$ cat src/rtl/alu_mc_pkg.sv
`default_nettype none
// ============================================================================
// Module      : alu_mc_pkg
// Description : Shared opcode encodings, width defaults and FSM state encoding
//               for the P32 multi-cycle execute-stage ALU.
// Revision    : 1.0 - initial release
// ============================================================================
package alu_mc_pkg;

  localparam int ALU_WIDTH  = 32;
  localparam int ALU_OPCODE = 5;

  localparam int ALU_OP_THA   = 0;
  localparam int ALU_OP_THB   = 1;
  localparam int ALU_OP_THA_B = 2;
  localparam int ALU_OP_THA_H = 3;
  localparam int ALU_OP_THB_B = 4;
  localparam int ALU_OP_THB_H = 5;
  localparam int ALU_OP_ADD   = 6;
  localparam int ALU_OP_SUB   = 7;
  localparam int ALU_OP_AND   = 8;
  localparam int ALU_OP_ORR   = 9;
  localparam int ALU_OP_XOR   = 10;
  localparam int ALU_OP_NOT   = 11;
  localparam int ALU_OP_SHL   = 12;
  localparam int ALU_OP_SHR   = 13;
  localparam int ALU_OP_MUL   = 14;
  localparam int ALU_OP_DIV   = 15;
  localparam int ALU_OP_MOD   = 16;
  localparam int ALU_OP_CMP   = 17;
  localparam int ALU_OP_CGE   = 18;
  localparam int ALU_OP_CGT   = 19;

  localparam logic [0:0] ALU_ST_IDLE = 1'b0;
  localparam logic [0:0] ALU_ST_BUSY = 1'b1;

  // Which iterative unit owns the pending result while BUSY.
  localparam logic [1:0] ALU_K_MUL = 2'd0;
  localparam logic [1:0] ALU_K_DIV = 2'd1;
  localparam logic [1:0] ALU_K_MOD = 2'd2;

  function automatic int alu_cnt_width(input int width);
    return $clog2(width + 1);
  endfunction

endpackage
`default_nettype wire

$ cat src/rtl/alu_mc_divider.sv
`default_nettype none
// ============================================================================
// Module      : alu_divider
// Description : Iterative restoring divider, one quotient bit per cycle,
//               start/done handshake. Built only when P32_ALU_DIV_EN is set.
// Revision    : 1.0 - initial release
// ============================================================================
`ifdef P32_ALU_DIV_EN
module alu_divider
  import alu_mc_pkg::*;
#(
  parameter int WIDTH = ALU_WIDTH
) (
  input  logic             clk,
  input  logic             rst,
  input  logic             start,
  input  logic [WIDTH-1:0] dividend,
  input  logic [WIDTH-1:0] divisor,
  output logic             done,
  output logic [WIDTH-1:0] quotient,
  output logic [WIDTH-1:0] remainder
);

  localparam int            CW       = alu_cnt_width(WIDTH);
  localparam logic [CW-1:0] CNT_LAST = CW'(WIDTH);

  logic [CW-1:0]    cnt_q, cnt_d;
  logic             active_q, active_d;
  logic [WIDTH-1:0] rem_q, rem_d;
  logic [WIDTH-1:0] quo_q, quo_d;
  logic [WIDTH-1:0] dsr_q, dsr_d;

  logic [WIDTH-1:0] src_rem, src_quo, src_dsr;
  logic [WIDTH-1:0] step_rem, step_quo;
  logic [WIDTH:0]   shifted, diff;

  // The first iteration runs on the start edge straight from the operands,
  // so the final bit is registered after WIDTH-1 further edges.
  always_comb begin
    src_rem = start ? '0       : rem_q;
    src_quo = start ? dividend : quo_q;
    src_dsr = start ? divisor  : dsr_q;
    shifted = {src_rem, src_quo[WIDTH-1]};
    diff    = shifted - {1'b0, src_dsr};
    if (!diff[WIDTH]) begin
      step_rem = diff[WIDTH-1:0];
      step_quo = {src_quo[WIDTH-2:0], 1'b1};
    end else begin
      step_rem = shifted[WIDTH-1:0];
      step_quo = {src_quo[WIDTH-2:0], 1'b0};
    end
  end

  always_comb begin
    cnt_d    = cnt_q;
    active_d = active_q;
    rem_d    = rem_q;
    quo_d    = quo_q;
    dsr_d    = dsr_q;
    if (start) begin
      rem_d    = step_rem;
      quo_d    = step_quo;
      dsr_d    = divisor;
      cnt_d    = CW'(1);
      active_d = 1'b1;
    end else if (active_q) begin
      if (cnt_q != CNT_LAST) begin
        rem_d = step_rem;
        quo_d = step_quo;
        cnt_d = cnt_q + 1'b1;
      end else begin
        active_d = 1'b0;
        cnt_d    = '0;
      end
    end
  end

  always_ff @(posedge clk) begin
    if (rst) begin
      cnt_q    <= '0;
      active_q <= 1'b0;
      rem_q    <= '0;
      quo_q    <= '0;
      dsr_q    <= '0;
    end else begin
      cnt_q    <= cnt_d;
      active_q <= active_d;
      rem_q    <= rem_d;
      quo_q    <= quo_d;
      dsr_q    <= dsr_d;
    end
  end

  assign done      = active_q && (cnt_q == CNT_LAST);
  assign quotient  = quo_q;
  assign remainder = rem_q;

endmodule
`endif
`default_nettype wire

$ cat src/rtl/alu_mc.sv
`default_nettype none
// ============================================================================
// Module      : alu_mc
// Description : Multi-cycle P32 ALU with valid/ready handshakes, iterative
//               shift-add multiply and optional restoring divide
//               (enabled by P32_ALU_DIV_EN).
// Revision    : 1.0 - initial release
// ============================================================================
module alu_mc
  import alu_mc_pkg::*;
#(
  parameter int WIDTH = ALU_WIDTH,
  parameter int OPW   = ALU_OPCODE
) (
  input  logic             clk,
  input  logic             rst,
  input  logic             in_valid,
  output logic             in_ready,
  input  logic [OPW-1:0]   com,
  input  logic [WIDTH-1:0] in0,
  input  logic [WIDTH-1:0] in1,
  output logic             out_valid,
  input  logic             out_ready,
  output logic [WIDTH-1:0] out,
  output logic             carry,
  output logic             sign,
  output logic             zero,
  output logic             div_err
);

  localparam int               CW        = alu_cnt_width(WIDTH);
  localparam logic [CW-1:0]    CNT_LAST  = CW'(WIDTH);
  localparam logic [WIDTH-1:0] SHIFT_LIM = WIDTH'(WIDTH);

  logic [0:0]       state_q, state_d;
  logic [CW-1:0]    cnt_q, cnt_d;
  logic [WIDTH-1:0] acc_q, acc_d;
  logic [WIDTH-1:0] mcand_q, mcand_d;
  logic [WIDTH-1:0] mplier_q, mplier_d;
  logic [WIDTH-1:0] out_q, out_d;
  logic             out_valid_q, out_valid_d;
  logic             carry_q, carry_d;
  logic             sign_q, sign_d;
  logic             zero_q, zero_d;
  logic             div_err_q, div_err_d;

  int               op;
  logic             accept, is_mul_op, is_multi;
  logic             mul_busy, mul_done, busy_done;
  logic [WIDTH-1:0] mc_out;
  logic             mc_err;
  logic [WIDTH-1:0] sc_out;
  logic             sc_carry, sc_sign, sc_zero, sc_err, flags_fixed;
  logic [WIDTH:0]   sum;

  always_comb op = int'(com);

  assign in_ready  = (state_q == ALU_ST_IDLE) && (!out_valid_q || out_ready);
  assign accept    = in_valid && in_ready;
  assign is_mul_op = (op == ALU_OP_MUL);
  assign mul_done  = (cnt_q == CNT_LAST);

`ifdef P32_ALU_DIV_EN
  logic [1:0]       kind_q, kind_d;
  logic             divz_q, divz_d;
  logic             is_div_op, div_start, div_done;
  logic [WIDTH-1:0] div_quo, div_rem;

  assign is_div_op = (op == ALU_OP_DIV) || (op == ALU_OP_MOD);
  assign is_multi  = is_mul_op || is_div_op;
  assign mul_busy  = (state_q == ALU_ST_BUSY) && (kind_q == ALU_K_MUL);
  assign div_start = accept && is_div_op;
  assign busy_done = (kind_q == ALU_K_MUL) ? mul_done : div_done;

  alu_divider #(
    .WIDTH (WIDTH)
  ) u_divider (
    .clk       (clk),
    .rst       (rst),
    .start     (div_start),
    .dividend  (in0),
    .divisor   (in1),
    .done      (div_done),
    .quotient  (div_quo),
    .remainder (div_rem)
  );

  always_comb begin
    kind_d = kind_q;
    divz_d = divz_q;
    if (accept && is_multi) begin
      kind_d = is_mul_op ? ALU_K_MUL : ((op == ALU_OP_DIV) ? ALU_K_DIV : ALU_K_MOD);
      divz_d = (in1 == '0);
    end
  end

  always_comb begin
    mc_out = acc_q;
    mc_err = 1'b0;
    case (kind_q)
      ALU_K_DIV: begin mc_out = div_quo; mc_err = divz_q; end
      ALU_K_MOD: begin mc_out = div_rem; mc_err = divz_q; end
      default:   ;
    endcase
  end

  always_ff @(posedge clk) begin
    if (rst) begin
      kind_q <= ALU_K_MUL;
      divz_q <= 1'b0;
    end else begin
      kind_q <= kind_d;
      divz_q <= divz_d;
    end
  end
`else
  assign is_multi  = is_mul_op;
  assign mul_busy  = (state_q == ALU_ST_BUSY);
  assign busy_done = mul_done;
  assign mc_out    = acc_q;
  assign mc_err    = 1'b0;
`endif

  // Single-cycle datapath; compares and the disabled divider define their own flags.
  always_comb begin
    sc_out      = '0;
    sc_carry    = 1'b0;
    sc_sign     = 1'b0;
    sc_zero     = 1'b0;
    sc_err      = 1'b0;
    flags_fixed = 1'b0;
    sum         = {1'b0, in0} + {1'b0, in1};
    case (op)
      ALU_OP_THA, ALU_OP_THA_B, ALU_OP_THA_H: sc_out = in0;
      ALU_OP_THB, ALU_OP_THB_B, ALU_OP_THB_H: sc_out = in1;
      ALU_OP_ADD: begin
        sc_out   = sum[WIDTH-1:0];
        sc_carry = sum[WIDTH];
      end
      ALU_OP_SUB: begin
        sc_out   = in0 - in1;
        sc_carry = (in0 >= in1);
      end
      ALU_OP_AND: sc_out = in0 & in1;
      ALU_OP_ORR: sc_out = in0 | in1;
      ALU_OP_XOR: sc_out = in0 ^ in1;
      ALU_OP_NOT: sc_out = ~in0;
      ALU_OP_SHL: sc_out = (in1 >= SHIFT_LIM) ? '0 : (in0 << in1);
      ALU_OP_SHR: sc_out = (in1 >= SHIFT_LIM) ? '0 : (in0 >> in1);
      ALU_OP_DIV, ALU_OP_MOD: begin
        sc_zero     = 1'b1;
        sc_err      = 1'b1;
        flags_fixed = 1'b1;
      end
      ALU_OP_CMP, ALU_OP_CGE: begin
        sc_out      = in0;
        sc_carry    = (in0 >= in1);
        sc_zero     = (in0 == in1);
        sc_sign     = (in0 < in1);
        flags_fixed = 1'b1;
      end
      ALU_OP_CGT: begin
        sc_out      = in0;
        sc_carry    = (in0 > in1);
        sc_zero     = (in0 == in1);
        sc_sign     = (in0 <= in1);
        flags_fixed = 1'b1;
      end
      default: flags_fixed = 1'b1;
    endcase
    if (!flags_fixed) begin
      sc_zero = (sc_out == '0);
      sc_sign = sc_out[WIDTH-1];
    end
  end

  // Shift-add multiplier: bit 0 of b is consumed on the accept edge.
  always_comb begin
    cnt_d    = cnt_q;
    acc_d    = acc_q;
    mcand_d  = mcand_q;
    mplier_d = mplier_q;
    if (accept && is_mul_op) begin
      acc_d    = in1[0] ? in0 : '0;
      mcand_d  = in0 << 1;
      mplier_d = in1 >> 1;
      cnt_d    = CW'(1);
    end else if (mul_busy) begin
      if (!mul_done) begin
        acc_d    = acc_q + (mplier_q[0] ? mcand_q : '0);
        mcand_d  = mcand_q << 1;
        mplier_d = mplier_q >> 1;
        cnt_d    = cnt_q + 1'b1;
      end else begin
        cnt_d = '0;
      end
    end
  end

  always_comb begin
    state_d     = state_q;
    out_d       = out_q;
    carry_d     = carry_q;
    sign_d      = sign_q;
    zero_d      = zero_q;
    div_err_d   = div_err_q;
    out_valid_d = out_valid_q && !out_ready;
    case (state_q)
      ALU_ST_IDLE: begin
        if (accept) begin
          if (is_multi) begin
            state_d = ALU_ST_BUSY;
          end else begin
            out_d       = sc_out;
            carry_d     = sc_carry;
            sign_d      = sc_sign;
            zero_d      = sc_zero;
            div_err_d   = sc_err;
            out_valid_d = 1'b1;
          end
        end
      end
      ALU_ST_BUSY: begin
        if (busy_done) begin
          state_d     = ALU_ST_IDLE;
          out_d       = mc_out;
          carry_d     = 1'b0;
          sign_d      = mc_out[WIDTH-1];
          zero_d      = (mc_out == '0);
          div_err_d   = mc_err;
          out_valid_d = 1'b1;
        end
      end
      default: state_d = ALU_ST_IDLE;
    endcase
  end

  always_ff @(posedge clk) begin
    if (rst) begin
      state_q     <= ALU_ST_IDLE;
      cnt_q       <= '0;
      acc_q       <= '0;
      mcand_q     <= '0;
      mplier_q    <= '0;
      out_q       <= '0;
      out_valid_q <= 1'b0;
      carry_q     <= 1'b0;
      sign_q      <= 1'b0;
      zero_q      <= 1'b0;
      div_err_q   <= 1'b0;
    end else begin
      state_q     <= state_d;
      cnt_q       <= cnt_d;
      acc_q       <= acc_d;
      mcand_q     <= mcand_d;
      mplier_q    <= mplier_d;
      out_q       <= out_d;
      out_valid_q <= out_valid_d;
      carry_q     <= carry_d;
      sign_q      <= sign_d;
      zero_q      <= zero_d;
      div_err_q   <= div_err_d;
    end
  end

  assign out_valid = out_valid_q;
  assign out       = out_q;
  assign carry     = carry_q;
  assign sign      = sign_q;
  assign zero      = zero_q;
  assign div_err   = div_err_q;

endmodule
`default_nettype wire

$ cat config.mk
export PLATFORM = sky130hd
export DESIGN_NAME = alu_mc
export DESIGN_NICKNAME = d
export VERILOG_FILES = /design/src/rtl/alu_mc_pkg.sv /design/src/rtl/alu_mc_divider.sv /design/src/rtl/alu_mc.sv
export SDC_FILE = /design/constraint.sdc
export NUM_CORES = 1
export LEC_CHECK = 0
export CAP_MARGIN = 20
export CORE_ASPECT_RATIO = 1.2
export CORE_UTILIZATION = 40
export CTS_CLUSTER_SIZE = 16
export DETAILED_ROUTE_END_ITERATION = 6
export PLACE_DENSITY = 0.68
export SYNTH_ARGS = -nofsm -noshare
export SYNTH_HDL_FRONTEND = slang
export SYNTH_SLANG_ARGS = --single-unit
$ cat constraint.sdc
create_clock -name clk -period 8.2 [get_ports clk]
set_input_delay 1.23 -clock clk [delete_from_list [all_inputs] [get_ports clk]]
set_output_delay 1.23 -clock clk [all_outputs]
set_load 0.02 [all_outputs]
* Word-level counts from Yosys, hierarchy flattened
Index checks and enable logic that the tools add are counted.
Operators by class: add/sub/neg operators 4, multiply operators 0, divide/modulo/power cells 0, magnitude comparators 5, eq/ne operators 25, shift operators 2, muxes and demuxes 50, bitwise logic cells 5, reductions and logical operators 21
Operators by type and width (count):
- 2-to-1 mux 32 bit | 13
- case mux 32 bit (10 select lines) | 1
- logical NOT 32 bit | 3
- 2-to-1 mux 31 bit | 3
- case mux 32 bit (2 select lines) | 1
- == test 5 x 4 -> 1 bit, second input constant | 7
- adder 32 x 32 -> 33 bit | 1
- adder 32 bit | 1
- bitwise AND 32 bit | 1
- == test 32 bit | 1
- greater-or-equal comparator 32 bit | 1
- greater-or-equal comparator 32 x 6 -> 1 bit, second input constant | 1
- greater-than comparator 32 bit | 1
- <= comparator 32 bit | 1
- < comparator 32 bit | 1
- NOT 32 bit | 1
- OR 32 bit | 1
- << shifter 32 x 32 -> 32 bit | 1
- right shift 32 x 32 -> 32 bit | 1
- subtractor 32 bit | 1
- XOR 32 bit | 1
- == test 5 bit, second input constant | 5
- 2-to-1 mux 1 bit | 22
- == test 5 x 3 -> 1 bit, second input constant | 4
- 20 further kinds | 38
Storage, ports and cells: register bits 138, latch bits 0, RAM bits 0, bits in read-only memories 0, bits of input ports 73, output and inout bits 38, word-level logic and storage cells 124, memories 0

* Depth between registers and ports, before layout
depth after elaboration 8, gate-level depth with buffers 20, depth with buffers taken out 16

* Worst setup path after synthesis
Ideal clock, no wire load.
path kind input to register, start in in1[2], end reg zero_q, in the netlist zero, library setup time 0.073 ns, arrival 5.327 ns, data required time 8.127 ns, path slack 2.800 ns, stages 18, buffers on the path 5, path through buf_2 inv_1 buf_2 buf_2 buf_1 ha_1 buf_6 o211a_1 a221o_1 o31a_1 a221o_1 a21o_1 a221o_1 a211o_1 nor4b_2 and4bb_1 nand4_1 o22ai_2
Between the ends: cells in the longest elaborated chain, start to end 8, elaborated cells between the ends (all ways) 18, those cells by class add/sub: 2; order compare: 1; eq/ne: 1; shift: 2; mux: 8; bitwise: 3; reduce/logical: 1
RTL lines:
- start, declared | RTL line alu_mc.sv:21 | input logic [WIDTH-1:0] in1,
- greater-or-equal comparator 32 x 6 -> 1 bit, or another cell as far along | RTL line alu_mc.sv:148, alu_mc.sv:149
- 2-to-1 mux 32 bit (on tied branches) | RTL line alu_mc.sv:149, alu_mc.sv:148
- case mux 32 bit (10 select lines) | RTL line alu_mc.sv:133 | case (op)
- logical NOT 32 bit | RTL line alu_mc.sv:172 | sc_zero = (sc_out == '0);
- 2-to-1 mux 1 bit * | RTL line alu_mc.sv:171 | if (!flags_fixed) begin
- 2-to-1 mux 1 bit * | RTL line alu_mc.sv:211 | if (is_multi) begin
- 2-to-1 mux 1 bit * | RTL line alu_mc.sv:210 | if (accept) begin
- case mux 1 bit (2 select lines) * | RTL line alu_mc.sv:208 | case (state_q)
- end signal, assigned | RTL line alu_mc.sv:261 | zero_q <= zero_d;
- end, declared | RTL line alu_mc.sv:44 | logic zero_q, zero_d;
Every way passes the cells marked *; elsewhere a longest branch is shown, timed or not. The select of a mux whose other input is x is not followed. A chain may end at the register's enable or synchronous reset.

* Final worst setup path
start in in1[1], end reg zero_q, in the netlist zero
Same word-level chain as after synthesis.

==> flow_metrics.tcl <==
set metrics [dict create \
    status "complete, no violations" \
    routed_wl_um 90630 \
    grt_setup_unrepaired "false" \
    clk_path_buf_depth 2 \
    cts_setup_buffers 0 \
    period_minus_slack_ps 6221 \
    vias 20400 \
    rr_worst_depth 15 \
    first_pass_iters 7 \
    cp.required_ps 8600 \
    grt-ovfl-total 0 \
    grt_pass1_vias 19580 \
    avgSynthCellArea_um2 7.274 \
    io_pins 111 \
    worst-path-max-fanout 57 \
    cts_resized 0 \
    synthCells 2364 \
    peakVddDrop_uv 164.6 \
    power_leakage_nw 7.360 \
    num_rows 82 \
    synthTopCellsByArea "dfxtp_1 16%, ha_1 9.3%, a21oi_1 6.1%" \
    clkTransAtPathRegs_ps 60 \
    synth_common_cells "270 x nand2_1, 209 x a21oi_1, 208 x nor2_1" \
    pwr_density_cell_mw_per_mm2 129.8 \
    dpl.hpwl_um 67820 \
    r2r-end "acc_q[30]" \
    synth_seq_cells 138 \
    slew_viol_final 0 \
    die_y_um 229.1 \
    yosysTopAreaCell "dfxtp_1" \
    synth.cell_area_mm2 0.01720 \
    yosysTopAreaCellShare_pct 16.07 \
    grt_max_degree 74 \
    drive_above_1_share_pct 8.895 \
    reg2reg_from "mplier_q[0]" \
    setup_viol 0 \
    relSlewSlack_pct 17.89 \
    whs_endpoint "mplier_q[2]" \
    fillerInstances 4379 \
    nets 2563 \
    gp_congestion 1.107 \
    worstHoldPathType "reg2reg" \
    die_w_um 191.3 \
    syn_nets 2568 \
    setup_tns_ps 0 \
    grt_usage_pct 40.95 \
    dpl_worst_slack_ps 1801 \
    initial_core_util_pct 40.88 \
    startpoint_type "input pin" \
    core_mm2 0.04207 \
    hold_slack_ps 454.3 \
    fmax_ghz 0.1608 \
    synth_ff_type "dfxtp_1" \
    min_path_cells 2 \
    crit_path_end_kind "register" \
    via_per_inst 6.992 \
    drv_cap 0 \
    yosysWarnings 0 \
    reg2reg_setup_slack_ps 3450 \
    area_growth_pct 12.25 \
    cts_root_buf "clkbuf_16" \
    arrival_ps 6620 \
    hold_viol_final 0 \
    synth_edf_count 0 \
    drc 0 \
    h-tree-depth 4 \
    clkLatencyLatePin_ps 490 \
    wire_per_inst_um 31.06 \
    period_share_pct 75.86 \
    first_iter_violations 2483 \
    min_from "mplier_q[2]" \
    clock_sinks 138 \
    synth_most_common_cell "nand2_1" \
    fin_util_pct 45.89 \
    diodes 0 \
    yosysSeqAreaShare_pct 16.07 \
    cts_tree "built" \
    yosysUniqueCellTypes 92 \
    power_mw 2.506 \
    finalWorstSetupSlack_ps 1979 \
    io_buffer_count 110 \
    antenna_found_initial 2 \
    postRouteAntennaNets 0 \
    criticalPathCategory "in2reg" \
    fin_skew_ps 22.78 \
    cts_buffers 17 \
    ctsHoldBuffers 0 \
    async_flop_share_pct 0 \
    grt_pass1_wl_um 131400 \
    design.die.area_mm2 0.04382 \
    tightest_slew_ps 1224 \
]
==> sequential cells by signal (all words and copies together), names as in the netlist <==
name,cells
acc_q,32
carry,1
cnt_q,6
div_err,1
mcand_q,31
mplier_q,31
mul_busy,1
out,32
out_valid,1
sign,1
zero,1
==> cell type report <==
cell class	count	area (um2)	share of cell area, %
clock buffers	19	442.9	2.295
flip-flops and latches	138	2763	14.31
repair buffers	180	1599	8.284
well taps	546	683.2	3.539
clock inverters	13	180.2	0.9334
inverters	110	412.9	2.139
multi-input cells	1912	13220	68.50
==> cell usage in the layout (no fill, tap or decap), types with 26 or more instances in the layout <==
master and instances:
clkdlybuf4s50_1 103, a221oi_1 36, nand3_1 64, a21oi_1 209
a211oi_1 27, mux4_2 39, mux2i_1 68, buf_4 73
xnor2_1 28, o21ai_0 97, a22oi_1 92, ha_1 128
nor4_1 29, inv_1 107, and2_1 40, nand2_1 270
or3_1 28, nand2b_1 26, a31oi_1 39, dfxtp_1 138
o22ai_1 35, nor3_1 41, nor2_1 203, o211ai_1 29
==> stage by stage <==
stage | instance area [um2] | cells
2_1_floorplan | 17200 | 2364
3_3_place_gp | 18670 | 2885
3_5_place_dp | 18680 | 2886
4_1_cts | 19300 | 2918
5_1_grt | 19300 | 2918
6_report | 19300 | 2918
==> critical path, stage by stage <==
cell and delay [ps]:
buf_4 650, buf_4 440, mux4_2 560, mux2i_1 420
nor4_1 210, o41ai_1 810, nand4_1 180, a21oi_1 460
nand3_1 140, nor4_1 690, nand4_1 200, and4bb_1 330
nand4_1 90, o22ai_2 130
==> worst max path at each step <==
stage / startpoint / endpoint / slack, ps / cells after the start
5_1_grt: in1[1] / zero / 2010 / 14
3_3_place_gp: in1[1] / zero / 1850 / 14
2_1_floorplan: in1[2] / zero / 2800 / 18
4_1_cts: in1[1] / zero / 2280 / 14
6_report: in1[1] / zero / 1980 / 14
3_5_place_dp: in1[1] / zero / 1800 / 14
==> per-layer routing <==
| layer | vias to the layer above | part of all wire, % | global-route usage (%) |
|---|---|---|---|
| met5 | - | 0 | 0 |
| met3 | 337 | 9.2 | 7.999 |
| li1 | 8824 | - | - |
| met2 | 1305 | 46 | 66.41 |
| met1 | 9938 | 37 | 48.11 |
| met4 | 0 | 7.8 | 28.70 |
==> power breakdown <==
part           internal, mW  switching, mW  leakage, nW
logic                 0.314          0.603         5.94
clock network         0.496          0.389        0.299
registers             0.687         0.0181         1.12
total                  1.50           1.01         7.36
==> logic make-up after synthesis <==
family / after synthesis / synth area share [%]
AND/OR/NAND/NOR: 805 / 22.12
AO/OA/AOI/OAI: 799 / 31.78
buffers and inverters: 314 / 7.356
flip-flops: 138 / 16.07
multiplexers: 133 / 10.77
adder cells (fa/ha/maj): 131 / 9.663
XOR/XNOR: 44 / 2.241
Note: power is estimated with default switching activity, not from simulation.
==> RTL change: new RTL, same flow settings <==
Remove the case item `ALU_OP_SHL` of the case on `op`.
--- a/src/rtl/alu_mc.sv
+++ b/src/rtl/alu_mc.sv
@@ -145,7 +145,6 @@
       ALU_OP_ORR: sc_out = in0 | in1;
       ALU_OP_XOR: sc_out = in0 ^ in1;
       ALU_OP_NOT: sc_out = ~in0;
-      ALU_OP_SHL: sc_out = (in1 >= SHIFT_LIM) ? '0 : (in0 << in1);
       ALU_OP_SHR: sc_out = (in1 >= SHIFT_LIM) ? '0 : (in0 >> in1);
       ALU_OP_DIV, ALU_OP_MOD: begin
         sc_zero     = 1'b1;
Formal check against the unedited RTL: not equivalent (Yosys sat finds a counterexample within 4 cycles, from zero or initial values and one cycle with rst high).
==> RTL change against the original RTL <==
Routed wire length is 25% lower; sequential share of layout area is 1.6 points higher; sequential cell count stayed put; design area is 9.9% lower; largest power group is now clock; largest cell class unchanged; cell count is 9.6% lower; worst setup slack worse by 0.21 ns; area after synthesis is 11% lower; power is 8.1% lower; first-iteration DRC count is 16% lower; global-route usage is 6.7 points lower.
==> RTL change: results (changes against the original RTL) <==
{
  "slew_headroom": {"value": 0.2447, "change": "+0.06578"},
  "netlist_top_cells_count": "nand2_1, a21oi_1, nor2_1",
  "power.ir.vdd_worst": {"value": 0.1442, "unit": "mV", "change": "-12%"},
  "cp_slowest_cell": "ha_1",
  "drive_gt1_frac": {"value": 0.06670, "change": "-0.02226"},
  "drt-total-wl": {"value": 68130, "unit": "microns", "change": "-25%"},
  "min-delay-start": "mplier_q[1]$_SDFFE_PP0P_",
  "r2r_slack": {"value": 3.43, "unit": "ns", "change": "-0.02 ns"},
  "nets": {"value": 2353, "change": "-8.2%"},
  "synthesis.area_per_instance": {"value": 7.178, "unit": "sq um", "change": "-1.3%"},
  "grt_antenna_before_repair": {"value": 0, "change": "-2"},
  "post_synth_main_area_contributors": "dfxtp_1, ha_1, a21oi_1",
  "routed_wire_length_per_instance": {"value": 25.81, "unit": "microns", "change": "-17%"},
  "power": {"value": 2304, "unit": "uW", "change": "-8.1%"},
  "worst_hold_margin": {"value": 0.4550, "unit": "ns", "change": "+0.0007010 ns"},
  "grt_usage": {"value": 0.3424, "change": "-0.06709"},
  "timing.critical_path.max_delay_family": "compound AO/OA/AOI/OAI gates",
  "place_congestion": {"value": 1.114, "change": "+0.61%"},
  "net-switching-power": {"value": 867.9, "unit": "uW", "change": "-14%"},
  "power_frac_clock": {"value": 0.359, "change": "+0.006"},
  "critical_path_peak_fanout": {"value": 10, "change": "-82%"},
  "fin_skew": {"value": 0.01833, "unit": "ns", "change": "-0.004451 ns"},
  "hold-path-endpoint": "mplier_q[1]$_SDFFE_PP0P_",
  "crit-reg2reg-capture": "acc_q[29]$_SDFFE_PP0P_",
  "cp_data_arrival_time": {"value": 6.82, "unit": "ns", "change": "+0.20 ns"},
  "power.leakage": {"value": 0.006700, "unit": "uW", "change": "-9.0%"},
  "synth_fa_ha_area_frac": {"value": 0.1090, "change": "+0.01235"},
  "synth_nets": {"value": 2345, "change": "-8.7%"},
  "grt_max_degree": {"value": 82, "change": "+11%"},
  "status": "finished clean",
  "synth-compound-area-share": {"value": 0.3341, "change": "+0.01629"},
  "relative_contribution_of_sequential_cells_to_total_power": {"value": 0.305, "change": "+0.024"},
  "first_element_of_the_critical_path": "in1[4]",
  "first_pass_grt_wire_length": {"value": 102100, "unit": "microns", "change": "-22%"},
  "reg2regPathDepth": {"value": 16, "change": "+1"},
  "place.detailed.instances": {"value": 2609, "change": "-9.6%"},
  "synth_mux_area_frac": {"value": 0.07111, "change": "-0.03658"}
}
==> RTL change: kinds of logic (layout without fill, tap and decap cells) <==
kind of cell,after synthesis,after routing
mux,82,82
flops,138,138
simple gates,725,725
compound gates,758,758
fa+ha+maj,132,132
buf+inv,269,288
xor+xnor,36,36
==> RTL change: area by class of cell <==
cell class,count,area [sq um]
repair buffers,153,1411
inverters,105,394.1
multi-input cells,1733,11630
well taps,480,600.6
clock inverters,13,170.2
fillers,3826,20470
flip-flops and latches,138,2763
clock buffers,17,425.4
==> RTL change: through the flow <==
stage	worst slack (ns)	utilization
3_5_place_dp	1.580	0.4436
4_1_cts	2.070	0.4593
3_3_place_gp	1.527	0.4436
6_report	1.768	0.4593
5_1_grt	1.740	0.4593
2_1_floorplan	2.472	-
==> RTL change: routing by layer <==
layer / up-vias / track usage / part of all wire
met4: 0 / 0.1855 / 0.055
met1: 8542 / 0.4299 / 0.40
li1: 7963 / - / -
met3: 229 / 0.06133 / 0.089
met5: - / 0 / 0
met2: 1018 / 0.5551 / 0.46
